`src/rtl/alarm_ringer.sv`:
```
// Alarm ringer: rings on an alarm-match rising edge, supports snooze, stop and auto-timeout.
// Optional macro ALARM_RINGER_SNOOZE_LIMIT_EN caps snoozes per alarm event at MAX_SNOOZE.
module alarm_ringer #(
   parameter int TIMEOUT_SEC = 60,
   parameter int SNOOZE_SEC  = 300,
   parameter int MAX_SNOOZE  = 3
) (
   input  logic       clk,
   input  logic       reset,
   input  logic       secTick,
   input  logic       alarmOn,
   input  logic       alarmTrig,
   input  logic       snoozeButton,
   input  logic       stopButton,
   output logic       buzzer,
   output logic       ringLed,
   output logic [1:0] ringState,
   output logic [8:0] snoozeLeft,
   output logic [3:0] snoozeCnt
);

   typedef enum logic [1:0] {
      IDLE   = 2'd0,
      RING   = 2'd1,
      SNOOZE = 2'd2,
      DONE   = 2'd3
   } ring_state_t;

   localparam logic [8:0] TIMEOUT_LAST = 9'(TIMEOUT_SEC - 1);
   localparam logic [8:0] SNOOZE_LOAD  = 9'(SNOOZE_SEC);

   ring_state_t state, state_n;
   logic        buzz_q, buzz_n;
   logic [8:0]  ring_sec, ring_sec_n;
   logic [8:0]  left_q, left_n;
   logic [3:0]  cnt_q, cnt_n;
   logic        trig_prev, snooze_prev, stop_prev;
   logic        primed;
   logic        trig_rise, snooze_rise, stop_rise;
   logic        snooze_allowed;
   logic [3:0]  cnt_inc;

   // Edges are ignored in the first cycle after reset so a trigger level that is
   // already high when reset releases is not mistaken for a new alarm.
   assign trig_rise   = primed & alarmTrig    & ~trig_prev;
   assign snooze_rise = primed & snoozeButton & ~snooze_prev;
   assign stop_rise   = primed & stopButton   & ~stop_prev;

   assign cnt_inc = (cnt_q == 4'hF) ? cnt_q : cnt_q + 4'd1;

`ifdef ALARM_RINGER_SNOOZE_LIMIT_EN
   localparam logic [3:0] SNOOZE_CAP = 4'(MAX_SNOOZE);
   assign snooze_allowed = (cnt_q != SNOOZE_CAP);
`else
   logic unused_max_snooze;
   assign unused_max_snooze = (MAX_SNOOZE > 0);
   assign snooze_allowed    = 1'b1;
`endif

   always_ff @(posedge clk) begin
      if (reset) begin
         state       <= IDLE;
         buzz_q      <= 1'b0;
         ring_sec    <= 9'd0;
         left_q      <= 9'd0;
         cnt_q       <= 4'd0;
         trig_prev   <= 1'b0;
         snooze_prev <= 1'b0;
         stop_prev   <= 1'b0;
         primed      <= 1'b0;
      end else begin
         state       <= state_n;
         buzz_q      <= buzz_n;
         ring_sec    <= ring_sec_n;
         left_q      <= left_n;
         cnt_q       <= cnt_n;
         trig_prev   <= alarmTrig;
         snooze_prev <= snoozeButton;
         stop_prev   <= stopButton;
         primed      <= 1'b1;
      end
   end

   // Switching the alarm off dominates everything; within RING, stop beats
   // timeout beats snooze beats the ordinary per-second beep toggle.
   always_comb begin
      state_n    = state;
      buzz_n     = buzz_q;
      ring_sec_n = ring_sec;
      left_n     = left_q;
      cnt_n      = cnt_q;

      if (!alarmOn) begin
         state_n    = IDLE;
         buzz_n     = 1'b0;
         ring_sec_n = 9'd0;
         left_n     = 9'd0;
         cnt_n      = 4'd0;
      end else begin
         case (state)
            IDLE: begin
               buzz_n = 1'b0;
               if (trig_rise) begin
                  state_n    = RING;
                  ring_sec_n = 9'd0;
                  cnt_n      = 4'd0;
                  buzz_n     = 1'b1;
               end
            end
            RING: begin
               if (stop_rise || (secTick && ring_sec == TIMEOUT_LAST)) begin
                  state_n = DONE;
                  buzz_n  = 1'b0;
                  left_n  = 9'd0;
               end else if (snooze_rise && snooze_allowed) begin
                  state_n = SNOOZE;
                  left_n  = SNOOZE_LOAD;
                  cnt_n   = cnt_inc;
                  buzz_n  = 1'b0;
               end else if (secTick) begin
                  buzz_n     = ~buzz_q;
                  ring_sec_n = ring_sec + 9'd1;
               end
            end
            SNOOZE: begin
               buzz_n = 1'b0;
               if (stop_rise) begin
                  state_n = DONE;
                  left_n  = 9'd0;
               end else if (secTick) begin
                  if (left_q == 9'd1) begin
                     state_n    = RING;
                     ring_sec_n = 9'd0;
                     buzz_n     = 1'b1;
                     left_n     = 9'd0;
                  end else begin
                     left_n = left_q - 9'd1;
                  end
               end
            end
            DONE: begin
               buzz_n = 1'b0;
               left_n = 9'd0;
               if (!alarmTrig) begin
                  state_n = IDLE;
               end
            end
            default: begin
               state_n = IDLE;
               buzz_n  = 1'b0;
            end
         endcase
      end
   end

   assign buzzer     = buzz_q;
   assign ringLed    = buzz_q;
   assign ringState  = state;
   assign snoozeLeft = left_q;
   assign snoozeCnt  = cnt_q;

endmodule

```
`config.mk`:
```
export PLATFORM = sky130hd
export DESIGN_NAME = alarm_ringer
export DESIGN_NICKNAME = d
export VERILOG_FILES = /design/src/rtl/alarm_ringer.sv
export SDC_FILE = /design/constraint.sdc
export NUM_CORES = 1
export LEC_CHECK = 0
export BUFFER_PORTS_ARGS = -buffer_cell sky130_fd_sc_hd__buf_2
export CELL_PAD_IN_SITES_DETAIL_PLACEMENT = 2
export CELL_PAD_IN_SITES_GLOBAL_PLACEMENT = 2
export CORE_AREA = 2 2 74 76
export DETAILED_ROUTE_END_ITERATION = 12
export DIE_AREA = 0 0 76 78
export GPL_TIMING_DRIVEN = 0
export PLACE_DENSITY_LB_ADDON = 0.2
export SLEW_MARGIN = 20
export SYNTH_ARGS = -nofsm -noshare
export SYNTH_HDL_FRONTEND = slang
export SYNTH_SLANG_ARGS = --single-unit
```
`constraint.sdc`:
```
create_clock -name clk -period 2.5 [get_ports clk]
set_clock_uncertainty 0.05 [all_clocks]
set_input_delay 0.25 -clock clk [delete_from_list [all_inputs] [get_ports clk]]
set_output_delay 0.25 -clock clk [all_outputs]
set_load 0.02 [all_outputs]
```
==> flow_summary.yaml <==
run_status:
  status: "finished, final reports clean"
sta:
  timing.fmax_mhz: 414
  tightestPinTransition_ns: 0.732
  setup_tns_ns: 0
  slew_headroom: 0.511
  hold_viol_final: 0
  setup_viol: 0
  worst_hold_slack_ns: 0.122
  fin_crit_sh: 0.966
  maxSlewViolCount: 0
  fin_crit_ns: 2.41
power:
  p_leak_nw: 0.748
  power_density_nw_per_um2: 477
  irDropWorstVdd_v: 0.000181
cts:
  clkTransAtPathRegs_ns: 0.07
  clkLatencyLatePin_ns: 0.28
  clk_path_buf_depth: 2
  cts_htree_levels: 2
  cts_hold_buf: 0
  clkSinkCount: 29
  cts-root-buf: "clkbuf_8"
  cts_tree: "built"
  cts_inserted_buffers: 5
hold_path:
  hold_class: "in -> reg"
  hold_path_startpoint: "reset"
setup_path:
  reg2reg_depth: 6
  cp-end-kind: "flip-flop"
  r2r-end: "snoozeLeft[7]"
  crit_fanout: 10
  cp_cell_sequence: "or4_4 > o31ai_4 > o21ai_0 > buf_2 > or4_1 > a21oi_1"
  critPathRequiredTime_ns: 2.66
  endpoint: "snoozeLeft[7]"
  crit_start: "ring_sec[6]"
  cp_slowest_cell: "or4_4"
  crit_arrival_ns: 2.57
  cpPeakStageDelay_ns: 0.58
  reg2reg_slack_ns: 0.09
  r2r-start: "ring_sec[6]"
  worstSetupPathType: "reg -> reg"
  critPathLaunchType: "flip-flop"
synthesis:
  syn_nets: 218
  yosys-top-cells-count: "dfxtp_1, a21oi_1, nor2_1, o21ai_0, nand2_1"
  synth_top_area_frac: 0.353
  synthMostInstantiatedCell: "dfxtp_1"
  synth_seq_cells: 29
  synth_area_per_cell_sq_um: 7.94
  async_flop_share: 0
  yosys_warnings: 0
  yosysTopAreaCell: "dfxtp_1"
  postSynthCellCount: 207
  yosys-top-cells-area: "dfxtp_1, a21oi_1, o21ai_0, nor2_1, nand2b_1"
  ys_types: 40
  syn_area_sq_um: 1640
  seq_area_frac_synth: 0.353
  synth_edf_count: 0
  ys.flop_type: "dfxtp_1"
global_routing:
  grt_max_degree: 11
  grt_pass1_wl_mm: 8.81
  grt_use_total: 0.186
  grt_pass1_vias: 1749
  antenna_found_initial: 0
  grt-ovfl-total: 0
floorplanning:
  ios: 24
  die_area_sq_um: 5930
  core-area_sq_um: 5040
  die_x_microns: 76
  rows: 26
  initial_core_util: 0.326
  fp.dieH_microns: 78
final_layout:
  final_util: 0.403
  antenna_cells: 0
  layout-drive-gt1-share: 0.239
  seq_area_sq_um: 586
  final_nets: 253
  fill_cells: 594
  multi_input_area_sq_um: 1050
  synthToLayoutAreaGrowth_pct: 23.7
detailed_routing:
  dr_total_vias: 1738
  drt-total-wl_mm: 5.51
  drcViolationCount: 0
  first_pass_iters: 4
  drtIter0Drc: 41
  avgRoutedWirePerCell_microns: 17.6
  viasPerCell: 5.55
  ant_nets: 0
place:
  io_buffers: 23
  hpwl_mm: 3.76
  place.gp.congestion: 0.837
job:
  cap_violations: 0
==> final cells by class <==
class | count | area share
Buffer | 9 | 0.0289
Clock buffer | 6 | 0.0357
Clock inverter | 2 | 0.00492
Inverter | 6 | 0.0111
Multi-Input combinational cell | 164 | 0.518
Sequential cell | 29 | 0.288
Tap cell | 70 | 0.0431
Timing Repair Buffer | 27 | 0.0701
==> where the power goes <==
| part | internal, mW | switching, mW |
|---|---|---|
| combinational | 0.0394 | 0.0781 |
| sequential | 0.467 | 0.00603 |
| clock | 0.193 | 0.187 |
==> critical path: cells and delay by family (launching register included) <==
| family | cells | cell delay [ns] |
|---|---|---|
| simple gates | 2 | 1.07 |
| compound gates | 3 | 0.66 |
| flops | 1 | 0.34 |
| buf+inv | 1 | 0.21 |
==> layer usage <==
layer,global-route usage,wire length (microns),part of all wire,vias to the layer above
met1,0.228,2560,0.46,876
met2,0.330,2790,0.51,24
met5,0,0,0,-
li1,-,-,-,834
met4,0.0455,34,0.0062,0
met3,0.0419,134,0.024,4
==> state kept, by name, indices dropped and copies added, names as in the netlist <==
| register | cells |
|---|---|
| ring_sec | 9 |
| snoozeLeft | 9 |
| snoozeCnt | 4 |
| ringState | 2 |
| buzzer | 1 |
| primed | 1 |
| snooze_prev | 1 |
| stop_prev | 1 |
| trig_prev | 1 |
==> cell usage in the layout, fill, tap and decap left out, drive strengths merged, types with 4 or more instances in the layout <==
cell type	Yosys	routed
nand3	7	7
a21oi	25	25
or3	6	6
nor4	5	5
o31ai	5	5
or4	8	8
nor2	18	18
clkbuf	4	10
inv	6	6
nand2b	10	10
nand2	15	15
ha	4	4
nor3	5	5
dfxtp	29	29
o21ai	18	18
nor2b	6	6
buf	5	32
==> stage by stage <==
stage	cell area, sq um	setup slack (ns)	std cells	power (mW)
4_1_cts	1950	0.000405	308	0.974
6_report	2030	0.0859	313	0.970
3_3_place_gp	1850	-0.0556	300	0.583
3_5_place_dp	1850	-0.0636	300	0.585
2_1_floorplan	1640	0.0787	207	0.548
5_1_grt	2030	-0.0216	313	1.03
==> what timing repair did <==
action                     4_1_cts  5_1_grt
buffers inserted                 0        3
gates resized for setup          4       17
setup endpoints to repair        8       13
pin swaps                        0        5
cloned                           0        2
==> how the worst min path moves through the flow <==
stage                   to  slack (ns)  cells past startpoint
2_1_floorplan       primed        0.26                      1
3_3_place_gp   ring_sec[8]        0.41                      2
3_5_place_dp        primed        0.42                      2
4_1_cts             primed        0.12                      2
5_1_grt             primed        0.12                      2
6_report            primed        0.12                      2
==> kinds of logic after synthesis <==
kind of cell | after synthesis | synth area share
compound gates | 61 | 0.225
fa+ha+maj | 4 | 0.0304
buf+inv | 15 | 0.0434
flops | 29 | 0.353
mux | 3 | 0.0183
simple gates | 95 | 0.330
(Power assumes the default switching activity.)
